[src/rtl/lti_biquad_tdm.sv]
// Time-shared multi-channel DF-II-T biquad with one multiplier and sample-strobe framing.
// Define LTI_SAT_EN to saturate internal sums and sig_out instead of wrapping.
module lti_biquad_tdm #(
    parameter int NCH = 2,
    parameter int IW  = 16,
    parameter int OW  = 20,
    parameter int SW  = 24,
    parameter int CW  = 18,
    parameter int CF  = 16,
    parameter int B0  = 65536,
    parameter int B1  = 0,
    parameter int B2  = 0,
    parameter int A1  = 0,
    parameter int A2  = 0
) (
    input  logic              clk,
    input  logic              reset,
    input  logic              ce_in,
    input  logic [NCH*IW-1:0] sig_in,
    output logic              ce_out,
    output logic [NCH*OW-1:0] sig_out,
    output logic              busy,
    output logic              overrun
);
    localparam int PW  = CW + SW;
    localparam int XW  = PW + 2;
    localparam int CHW = (NCH > 1) ? $clog2(NCH) : 1;

    localparam logic signed [CW-1:0] CB0 = CW'(B0);
    localparam logic signed [CW-1:0] CB1 = CW'(B1);
    localparam logic signed [CW-1:0] CB2 = CW'(B2);
    localparam logic signed [CW-1:0] CA1 = CW'(A1);
    localparam logic signed [CW-1:0] CA2 = CW'(A2);

    typedef enum logic [2:0] {IDLE, MB0, MB1, MB2, MA1, MA2, DONE} state_t;

    state_t                   state_q, state_d;
    logic [CHW-1:0]           ch_q, ch_d;
    logic [NCH*IW-1:0]        x_q, x_d;
    logic signed [SW-1:0]     y_q, y_d;
    logic signed [SW-1:0]     s1n_q, s1n_d;
    logic signed [PW-1:0]     acc1_q, acc1_d;
    logic signed [PW-1:0]     acc2_q, acc2_d;
    logic [NCH*OW-1:0]        stage_q, stage_d;
    logic [NCH*OW-1:0]        out_q, out_d;
    logic                     ce_q, ce_d;
    logic                     busy_q, busy_d;
    logic                     ovr_q, ovr_d;
    logic signed [SW-1:0]     s1_q [NCH];
    logic signed [SW-1:0]     s2_q [NCH];

    logic signed [IW-1:0]     xi;
    logic signed [SW-1:0]     xs;
    logic signed [CW-1:0]     coef;
    logic signed [SW-1:0]     data;
    logic signed [PW-1:0]     prod;
    logic signed [PW-1:0]     psh;
    logic signed [SW-1:0]     s2n;
    logic                     wr;

    function automatic logic signed [SW-1:0] fit_sw(input logic signed [XW-1:0] v);
`ifdef LTI_SAT_EN
        logic signed [XW-1:0] hi;
        logic signed [XW-1:0] lo;
        hi = {{(XW-SW+1){1'b0}}, {(SW-1){1'b1}}};
        lo = {{(XW-SW+1){1'b1}}, {(SW-1){1'b0}}};
        if (v > hi)      fit_sw = hi[SW-1:0];
        else if (v < lo) fit_sw = lo[SW-1:0];
        else             fit_sw = v[SW-1:0];
`else
        fit_sw = v[SW-1:0];
`endif
    endfunction

    function automatic logic [OW-1:0] fit_ow(input logic signed [SW-1:0] v);
`ifdef LTI_SAT_EN
        logic signed [SW:0] hi;
        logic signed [SW:0] lo;
        hi = {{(SW-OW+2){1'b0}}, {(OW-1){1'b1}}};
        lo = {{(SW-OW+2){1'b1}}, {(OW-1){1'b0}}};
        if (SW'(v) > hi)      fit_ow = hi[OW-1:0];
        else if (SW'(v) < lo) fit_ow = lo[OW-1:0];
        else                  fit_ow = v[OW-1:0];
`else
        fit_ow = v[OW-1:0];
`endif
    endfunction

    // Single shared multiplier: operands selected by the current phase.
    always_comb begin
        xi   = x_q[ch_q*IW +: IW];
        xs   = SW'(xi);
        coef = '0;
        data = '0;
        unique case (state_q)
            MB0:     begin coef = CB0; data = xs;  end
            MB1:     begin coef = CB1; data = xs;  end
            MB2:     begin coef = CB2; data = xs;  end
            MA1:     begin coef = CA1; data = y_q; end
            MA2:     begin coef = CA2; data = y_q; end
            default: begin coef = '0;  data = '0;  end
        endcase
        prod = PW'(coef) * PW'(data);
        psh  = prod >>> CF;
        s2n  = fit_sw(XW'(acc2_q) - XW'(psh));
    end

    always_comb begin
        state_d = state_q;
        ch_d    = ch_q;
        x_d     = x_q;
        y_d     = y_q;
        s1n_d   = s1n_q;
        acc1_d  = acc1_q;
        acc2_d  = acc2_q;
        stage_d = stage_q;
        out_d   = out_q;
        ce_d    = 1'b0;
        busy_d  = busy_q;
        ovr_d   = ovr_q | (ce_in && state_q != IDLE);
        wr      = 1'b0;
        unique case (state_q)
            IDLE: begin
                if (ce_in) begin
                    x_d     = sig_in;
                    ch_d    = '0;
                    busy_d  = 1'b1;
                    state_d = MB0;
                end
            end
            MB0: begin
                y_d     = fit_sw(XW'(psh) + XW'(s1_q[ch_q]));
                state_d = MB1;
            end
            MB1: begin
                acc1_d  = psh;
                state_d = MB2;
            end
            MB2: begin
                acc2_d  = psh;
                state_d = MA1;
            end
            MA1: begin
                s1n_d   = fit_sw(XW'(acc1_q) - XW'(psh) + XW'(s2_q[ch_q]));
                state_d = MA2;
            end
            MA2: begin
                wr = 1'b1;
                stage_d[ch_q*OW +: OW] = fit_ow(y_q);
                if (ch_q == CHW'(NCH - 1)) begin
                    state_d = DONE;
                end else begin
                    ch_d    = ch_q + 1'b1;
                    state_d = MB0;
                end
            end
            DONE: begin
                out_d   = stage_q;
                ce_d    = 1'b1;
                busy_d  = 1'b0;
                state_d = IDLE;
            end
            default: state_d = IDLE;
        endcase
    end

    always_ff @(posedge clk) begin
        if (reset) begin
            state_q <= IDLE;
            ch_q    <= '0;
            x_q     <= '0;
            y_q     <= '0;
            s1n_q   <= '0;
            acc1_q  <= '0;
            acc2_q  <= '0;
            stage_q <= '0;
            out_q   <= '0;
            ce_q    <= 1'b0;
            busy_q  <= 1'b0;
            ovr_q   <= 1'b0;
            for (int i = 0; i < NCH; i++) begin
                s1_q[i] <= '0;
                s2_q[i] <= '0;
            end
        end else begin
            state_q <= state_d;
            ch_q    <= ch_d;
            x_q     <= x_d;
            y_q     <= y_d;
            s1n_q   <= s1n_d;
            acc1_q  <= acc1_d;
            acc2_q  <= acc2_d;
            stage_q <= stage_d;
            out_q   <= out_d;
            ce_q    <= ce_d;
            busy_q  <= busy_d;
            ovr_q   <= ovr_d;
            if (wr) begin
                s1_q[ch_q] <= s1n_q;
                s2_q[ch_q] <= s2n;
            end
        end
    end

    assign ce_out  = ce_q;
    assign sig_out = out_q;
    assign busy    = busy_q;
    assign overrun = ovr_q;
endmodule

[config.mk]
export PLATFORM = sky130hd
export DESIGN_NAME = lti_biquad_tdm
export DESIGN_NICKNAME = d
export VERILOG_FILES = /design/src/rtl/lti_biquad_tdm.sv
export SDC_FILE = /design/constraint.sdc
export NUM_CORES = 1
export LEC_CHECK = 0
export CAP_MARGIN = 10
export CORE_AREA = 4 4 149 151
export CTS_CLUSTER_DIAMETER = 60
export CTS_CLUSTER_SIZE = 25
export DETAILED_ROUTE_END_ITERATION = 6
export DIE_AREA = 0 0 153 155
export GPL_TIMING_DRIVEN = 0
export PLACE_DENSITY = 0.85
export SLEW_MARGIN = 25
export SYNTH_ARGS = -nofsm -noshare
export SYNTH_HDL_FRONTEND = slang
export SYNTH_SLANG_ARGS = --single-unit
[constraint.sdc]
create_clock -name clk -period 10.1 [get_ports clk]
set_clock_uncertainty 0.1 [all_clocks]
set_input_delay 3.03 -clock clk [delete_from_list [all_inputs] [get_ports clk]]
set_output_delay 3.03 -clock clk [all_outputs]
set_load 0.1 [all_outputs]
**Yosys cells after proc, flatten, opt, wreduce, memory -nomap -nowiden**

Memories as Yosys holds them, arrays and structs flattened. A register that Yosys moved wholly into a read port is not among the register bits.
Cells that the tools add are included.

- Register bits: 215
- Bits in writable memories: 96
- Bits of input ports: 35
- Word-level logic and storage cells: 73
- Memories kept: 2

- Add/subtract/negate cells: 6
- $mul: 2
- Equal/unequal tests: 7
- Shift-type cells: 3
- Mux-type cells: 28
- Bitwise logic cells: 1
- Reduce and logical (&&, ||, !) cells: 12

Memory list:

| name | words | bits a word | rd ports | clocked after Yosys merged registers in | wr ports | line | text |
|---|---|---|---|---|---|---|---|
| s1_q | 2 | 24 | 1 | 1 | 2 | 49 | `logic signed [SW-1:0] s1_q [NCH];` |
| s2_q | 2 | 24 | 1 | 1 | 2 | 50 | `logic signed [SW-1:0] s2_q [NCH];` |

Operator list:

| cell | count |
|---|---|
| adder 24 bit | 2 |
| two-way mux 24 bit | 2 |
| case mux 24 bit (2 select lines) | 1 |
| OR reduction 24 bit | 2 |
| subtractor 24 bit | 2 |
| bitwise mux 40 bit | 1 |
| multiplier 18 x 24 -> 40 bit | 1 |
| variable shift 20 x 34 -> 40 bit, first input constant | 1 |
| indexed part select 20 x 34 -> 40 bit | 1 |
| negator 6 -> 34 bit | 1 |
| indexed part select 32 x 6 -> 16 bit | 1 |
| two-way mux 1 bit | 18 |
| case mux 3 bit (6 select lines) | 1 |
| two-way mux 17 bit | 1 |
| == test 3 bit, second input constant | 3 |
| == test 3 x 2 -> 1 bit, second input constant | 2 |
| two-way mux 3 bit | 2 |
| AND reduction 2 bit | 3 |
| multiplier 1 x 3 -> 4 bit, second input constant | 1 |
| case mux 1 bit (2 select lines) | 2 |
| nonzero test 2 bit | 2 |
| == test 3 x 1 -> 1 bit, second input constant | 1 |
| logical NOT 3 bit | 1 |
| nonzero test 3 bit | 1 |
| other kinds (6) | 6 |

**Longest topological paths before layout**

Gate-level depths: netlist of the first run.

- Word-level depth: 7
- Gate-level depth with buffers: 17

**Least setup slack after synthesis of the first run**

Ideal clock, no wire load.

- Path type: input to register
- From: input port reset
- To: memory s1_q[0][0], enable pin
- Arrival: 4.395 ns
- Data required time: 9.606 ns
- Slack: 5.210 ns
- Stages: 4
- Buffers on the path: 2
- Cell sequence: clkbuf_1 -> a31oi_1 -> clkbuf_1 -> inv_1

RTL lines:

| element | line | text |
|---|---|---|
| from (decl) | 17 | `input logic reset,` |
| to (decl) | 49 |  |

**Worst setup path in the final report of the first run**

- From: input port reset
- To: register x_q[7]

RTL lines:

| element | line | text |
|---|---|---|
| to (signal assigned) | 171 | `x_q <= '0;` |
| to (signal assigned) | 188 | `x_q <= x_d;` |
| to (decl) | 39 | `logic [NCH*IW-1:0] x_q, x_d;` |

No word-level cell between the ends.

==> results.md, run 1 <==
* Register area at 6406 um2
* Mapped Cells at 1413
* PD cells at between 150 and 200 nW/um2
* CTS tree: built
* Area of the multi-input gates at ~6500 um2
* Post-Syn Area per Cell at 9.519 um2
* DR vias/cell at 5.847
* Max-Slew Margin vs Limit at 0.3408
* Min Hold Slack at roughly 0.35 ns
* Met2 wire len at 16090 um
* RSZ-0062 raised after global routing: false
* Post-synthesis register bit count at 280
* Wl on met1 at 13440 um
* Class of the tightest hold or removal check: reg -> reg
* Cell area after placement at 14610 um2
* Final core occ at 0.7367
* Drt drc at 0
* Port Buf Inserts at 77
* CTS Sinks at 280
* Hold Vio Cnt, Final at 0
* Layout Nets at 1628
* Register-to-register setup slack at 4.97 ns
* Depth of the most critical reg-to-reg path at 16
* Period utilisation layout at 0.5523
* Synth async-reset ratio at 0
* Area Growth Syn to Fin at 14.05%
* Post-CTS setup buffer count at 0
* Initial antenna violation count at 0
* H-tree levels at 1
* Syn Nets at 1527
* Placeable Area at 20820 um2
* Delay-heaviest family, CP: buffers and inverters
* Detailed Place HPWL at 24770 um
* Crit Path Class: in -> reg
* P_leak at about 6 nW
* Count of different cell masters after synthesis at 71
* Hold Path End: sig_out[3]
* Diode count at 0
* Met3 wire length at 1868 um
* Primary FF master, synth: dfxtp_1
* Fmax at 0.1793 GHz
* CP Buf/Inv Count at 5
* WL/cell at 18.19 um
* Number of global-route vias before repair at 10.51k
* Outcome: complete, no violations
* Hold wc startpoint: stage_q[3]
* Place WS at 4.109 ns
* Fill cells at approximately 1.5k
* Post-route cell area at 15340 um2
* Min Tclk post-route at 5.578 ns
* EDFF count, synth at 80
* WHS Path Cells at 2
* Highest routed layer: met4
* Setup TNS at 0 ns
* Global route total overflow at 0
* Critical Path, Cell by Cell: clkdlybuf4s50_1 > clkbuf_1 > buf_1 > clkbuf_1 > buf_1 > a21oi_1
* Final worst slack at 4.522 ns
* Total GRT Usage at 0.2743
* Die area at ~24000 um2
* Cts hold-fix bufs at 0
* R2r endpoint: s1n_q[11]
* Row count at 53
* Warning count from the yosys run at 0
* Slowest cell on crit path: clkbuf_1
* CTS Buf Count at 20
* Final Max Slew Viols at 0
* Worst EP arrival at 5.86 ns
* Resized cells post-CTS at 0
* Reg2reg start: state_q[0]
* CP endpoint kind: register
* Critical path data required time at 10.38 ns
* Worst slew pin tran at 0.9888 ns
* Reg clk slew, reported paths at 0.09 ns
* Max-cap violations at 0
* Worst VDD drop at 0.1334 mV
* DIE WIDTH at 153 um
* Crit-path max FO at 10
* Die H at 155 um
* Via Count at 10.54k
* Max incr delay on CP at 0.62 ns
* Clk buf depth at 3
* Largest net degree at the start of global routing at 27
* DRT antenna net count at 0
* Detailed Routing Iterations Pass 1 at 5
* First-pass GRT wire length at ~53000 um
* Routability-driven placement congestion ratio at 0.9103
* Final setup vio count at 0
* Netlist Area Pre-Place at 13450 um2
* Clock Latency Late Sink at 0.53 ns
* Wire length after detailed routing at 32810 um
* Ports at 78
* CP Launch Type: primary input
* Clk root buf: clkbuf_16
* Initial Util at 0.6460
* Starting DRT DRC Count at 754
* Seq/Total Area, Yosys at 0.4763
* Layout cells sized above 1 at 0.06479
[worst reg2reg max path, delay by kind of cell, from the launching register on]
kind / cells / cell delay (ns)
flops: 1 / 0.39
fa+ha+maj: 2 / 0.70
buf+inv: 4 / 1.37
simple gates: 4 / 0.93
compound gates: 6 / 1.54
[layout make-up]
class	instances	share of cell area
Multi-Input combinational cell	976	0.4207
Sequential cell	280	0.4176
Timing Repair Buffer	79	0.05334
Clock buffer	21	0.03287
Tap cell	275	0.02243
Inverter	84	0.02055
Buffer	73	0.01794
Clock inverter	15	0.01452
[routing by layer]
layer | global-route usage | vias to the layer above
met3 | 0.03449 | 90
met2 | 0.4910 | 381
met4 | 0.1095 | 0
li1 | - | 5083
met1 | 0.3387 | 4988
met5 | 0 | -
[layout by cell type (no fill, tap or decap), drive strengths merged, types with 13 or more instances in the layout]
cell type | Yosys | routed
a211oi | 14 | 14
a21o | 21 | 21
a21oi | 138 | 138
a22o | 46 | 46
a31oi | 13 | 13
and2 | 76 | 76
buf | 14 | 16
clkbuf | 59 | 80
clkdlybuf4s50 | 0 | 77
dfxtp | 200 | 200
edfxtp | 80 | 80
fa | 21 | 21
ha | 58 | 58
inv | 84 | 93
mux2 | 38 | 38
mux2i | 19 | 19
nand2 | 235 | 235
nand3 | 16 | 16
nor2 | 91 | 91
o21ai | 31 | 31
xnor2 | 26 | 26
xor2 | 17 | 17
[per-stage QoR]
step | instances | power (mW)
floorplan | 1413 | 1.440
global placement | 1765 | 1.521
finish | 1803 | 2.404
CTS | 1803 | 2.403
global route | 1803 | 2.490
detailed placement | 1767 | 1.531
[where the power goes]
group | internal (mW) | total (mW) | switching, mW
clock | 0.447 | 0.890 | 0.443
combinational | 0.113 | 0.312 | 0.199
sequential | 1.18 | 1.20 | 0.0174
[cells by family after synthesis]
| family | share of synthesized area |
|---|---|
| AO/OA/AOI/OAI | 0.1535 |
| adder cells (fa/ha/maj) | 0.08521 |
| AND/OR/NAND/NOR | 0.1672 |
| flip-flops | 0.4763 |
| multiplexers | 0.04595 |
| XOR/XNOR | 0.02800 |
| buffers and inverters | 0.04391 |
[worst max-delay path by stage]
stage                     start     endpoint  slack (ns)  depth (start not counted)
after CTS                 reset  sig_out[20]        4.61                          6
final                     reset       x_q[7]        4.52                          6
after global placement    reset   s2_q[0][0]        3.77                          5
after floorplan           reset   s1_q[0][0]        5.21                          4
after detailed placement  reset      x_q[19]        4.11                          6
after global routing      reset      x_q[19]        4.40                          6
[cell usage after synthesis (9+ instances only)]
| library cell | n | area (um2) |
|---|---|---|
| a211oi_1 | 11 | 82.58 |
| a21o_1 | 21 | 157.7 |
| a21oi_1 | 136 | 680.7 |
| a22o_1 | 46 | 402.9 |
| a31oi_1 | 13 | 81.33 |
| and2_1 | 76 | 475.5 |
| and3_1 | 10 | 62.56 |
| buf_1 | 13 | 48.80 |
| clkbuf_1 | 59 | 221.5 |
| dfxtp_1 | 200 | 4004 |
| edfxtp_1 | 80 | 2402 |
| fa_1 | 21 | 420.4 |
| ha_1 | 58 | 725.7 |
| inv_1 | 84 | 315.3 |
| mux2_2 | 38 | 427.9 |
| mux2i_1 | 19 | 190.2 |
| nand2_1 | 234 | 878.3 |
| nand3_1 | 16 | 80.08 |
| nand4_1 | 9 | 56.30 |
| nor2_1 | 91 | 341.6 |
| nor3_1 | 9 | 45.04 |
| o21ai_0 | 27 | 135.1 |
| xnor2_1 | 26 | 227.7 |
| xor2_1 | 17 | 148.9 |
[registers in the layout, summed over array words and instances, names as in the netlist, named ones only]
| name | cells |
|---|---|
| stage_q | 40 |
| ch_q | 1 |
| state_q | 3 |
| sig_out | 40 |
| y_q | 20 |
| ce_out | 1 |
| s1_q | 40 |
| x_q | 32 |
| busy | 1 |
| overrun | 1 |
| acc1_q | 20 |
| s1n_q | 20 |
| acc2_q | 20 |
| s2_q | 40 |
(Power assumes the default switching activity.)
==> inputs of run 2 (changes only) <==
--- a/config.mk
+++ b/config.mk
@@ -6,13 +6,13 @@
 export NUM_CORES = 1
 export LEC_CHECK = 0
 export CAP_MARGIN = 10
-export CORE_AREA = 4 4 149 151
+export CORE_AREA = 4 4 163 165
 export CTS_CLUSTER_DIAMETER = 60
 export CTS_CLUSTER_SIZE = 25
 export DETAILED_ROUTE_END_ITERATION = 6
-export DIE_AREA = 0 0 153 155
+export DIE_AREA = 0 0 167 169
 export GPL_TIMING_DRIVEN = 0
-export PLACE_DENSITY = 0.85
+export PLACE_DENSITY = 0.76
 export SLEW_MARGIN = 25
 export SYNTH_ARGS = -nofsm -noshare
 export SYNTH_HDL_FRONTEND = slang
==> constraint.sdc (replaced) <==
create_clock -name clk -period 4.6 [get_ports clk]
set_clock_uncertainty 0.1 [all_clocks]
set_input_delay 1.38 -clock clk [delete_from_list [all_inputs] [get_ports clk]]
set_output_delay 1.38 -clock clk [all_outputs]
set_load 0.1 [all_outputs]
==> run 2 against run 1 <==
Compared with the run above: cell count grew 3.1%; sequential power grew 120%; combinational power rose by 120%; total power is 120% higher; global-route usage down 4.8 points; largest cell class unchanged.
==> results.md, run 2 (synthesized netlist as in run 1, its figures left out) <==
* Outcome: complete, no violations
* Max-Slew Margin vs Limit at 0.3450 (+0.004177)
* Final setup vio count at 0 (unchanged)
* Final core occ at 0.6172 (-0.1194)
* Via Count at 10.27k (-2.6%)
* Detailed Routing Iterations Pass 1 at 5 (unchanged)
* Largest net degree at the start of global routing at 26 (-3.7%)
* Critical path data required time at 4.87 ns (-5.51 ns)
* Row count at 58 (+9.4%)
* Starting DRT DRC Count at 554 (-27%)
* PD cells at 341.4 nW/um2 (+120%)
* Max-cap violations at 0 (unchanged)
* Initial Util at 0.5372 (-0.1087)
* Diode count at 0 (unchanged)
* H-tree levels at 1 (unchanged)
* Routability-driven placement congestion ratio at 0.9103 (unchanged)
* Worst slew pin tran at 0.9795 ns (-0.009334 ns)
* CTS Buf Count at 21 (+5.0%)
* Worst EP arrival at 4.62 ns (-1.24 ns)
* Final worst slack at 0.2495 ns (-4.273 ns)
* Detailed Place HPWL at 24500 um (-1.1%)
* Class of the tightest hold or removal check: reg -> reg
* Global route total overflow at 0 (unchanged)
* Wire length after detailed routing at 32450 um (-1.1%)
* Register area at 6406 um2 (unchanged)
* Setup TNS at 0 ns (unchanged)
* Crit Path Class: reg -> reg
* Final Max Slew Viols at 0 (unchanged)
* Die H at 169 um (+9.0%)
* WL/cell at 17.47 um (-4.0%)
* RSZ-0062 raised after global routing: false
* Fmax at about 0.23 GHz
* DRT antenna net count at 0 (unchanged)
* Crit-path max FO at 10 (unchanged)
* CTS Sinks at 280 (unchanged)
* DIE WIDTH at 167 um (+9.2%)
* CP endpoint kind: register
* CTS tree: built
* Die area at 28220 um2 (+19%)
* Number of global-route vias before repair at 10.10k (-3.9%)
* Critical Path Start: state_q[0]
* Non-Filler Instances at 1858 (+3.1%)
* Reg2reg start: state_q[0]
* Fill cells at 2046 (+36%)
* DR vias/cell at 5.529 (-5.4%)
* Port Buf Inserts at 77 (unchanged)
* CP Launch Type: register
* Layout cells sized above 1 at 0.07461 (+0.009817)
* Cell total after placement at 1822 (+3.1%)
* Clock Latency Late Sink at 0.54 ns (about the same)
* Place WS at -0.2734 ns (-4.383 ns)
* Cts hold-fix bufs at 0 (unchanged)
* Reg clk slew, reported paths at 0.09 ns (about the same)
* Hold Vio Cnt, Final at 0 (unchanged)
* Resized cells post-CTS at 5 (+5)
* Commonest non-fill, non-tap cell in the layout: nand2_1
* Drt drc at 0 (unchanged)
* Placeable Area at 25040 um2 (+20%)
* Worst VDD drop at 0.2752 mV (+110%)
* Hold wc startpoint: sig_out[20]
* Period utilisation layout at 0.9458
* Min Tclk post-route at 4.350 ns
* Area of the multi-input gates at 6471 um2 (+0.27%)
* Ports at 78 (unchanged)
* Clk root buf: clkbuf_16
* Clk buf depth at 3 (unchanged)
* Min Hold Slack at 0.3567 ns (+0.009669 ns)
* First-pass GRT wire length at 51940 um (-1.5%)
* Total GRT Usage at 0.2264 (-0.04786)
* P_leak at 6.087 nW (+0.62%)
* Area Growth Syn to Fin at 14.89%
* Post-CTS setup buffer count at 0 (unchanged)
* Initial antenna violation count at 0 (unchanged)
* Layout Nets at 1628 (unchanged)
* Commonest cells after routing, fill and taps aside: 233 x nand2_1, 200 x dfxtp_1, 135 x a21oi_1
run 2: through the flow:
stage | power [mW] | area (um2)
2_1_floorplan | 3.162 | 13450
3_3_place_gp | 3.346 | 14630
3_5_place_dp | 3.364 | 14680
4_1_cts | 5.291 | 15430
5_1_grt | 5.470 | 15450
6_report | 5.277 | 15450
run 2: worst paths after layout:
path | cells past startpoint | slack, ns | endpoint
worst max register to register | 17 | 0.25 | s1n_q[17]
worst min register to register | 2 | 0.36 | sig_out[20]
worst max-delay path | 17 | 0.25 | s1n_q[17]
worst min-delay path | 2 | 0.36 | sig_out[20]
run 2: cell type report:
cell class / count / area share
repair buffers: 79 / 0.05295
plain buffers: 72 / 0.01838
clock inverters: 15 / 0.01336
well taps: 330 / 0.02672
multi-input cells: 976 / 0.4188
flip-flops and latches: 280 / 0.4145
clock buffers: 22 / 0.03490
inverters: 84 / 0.02040
run 2: power by group:
part / leakage (nW) / switching [mW] / internal (mW) / total [mW]
logic: 3.28 / 0.435 / 0.251 / 0.686
registers: 2.44 / 0.0376 / 2.60 / 2.64
clock network: 0.359 / 1.02 / 0.932 / 1.95
total: 6.09 / 1.49 / 3.78 / 5.28
run 2: routing by layer:
metal / GRT usage / vias to the layer above / share of wire
met5: 0 / - / 0
met4: 0.07328 / 0 / 0.035
met3: 0.02382 / 71 / 0.045
met2: 0.3934 / 265 / 0.48
met1: 0.2986 / 4855 / 0.44
li1: - / 5082 / -
run 2: critical path: stages (launching register included):
cell and delay (ns):
dfxtp_1 0.40, and2b_1 0.27, nor2b_1 0.15, buf_2 0.23, clkbuf_2 0.32, nand2_1 0.21, inv_1 0.20, fa_1 0.43
inv_1 0.07, ha_1 0.22, clkbuf_1 0.20, nand2_1 0.11, nand2_1 0.07, a2111oi_0 0.54, o21ai_0 0.20, o211ai_1 0.15
xor2_1 0.21, a211oi_1 0.10
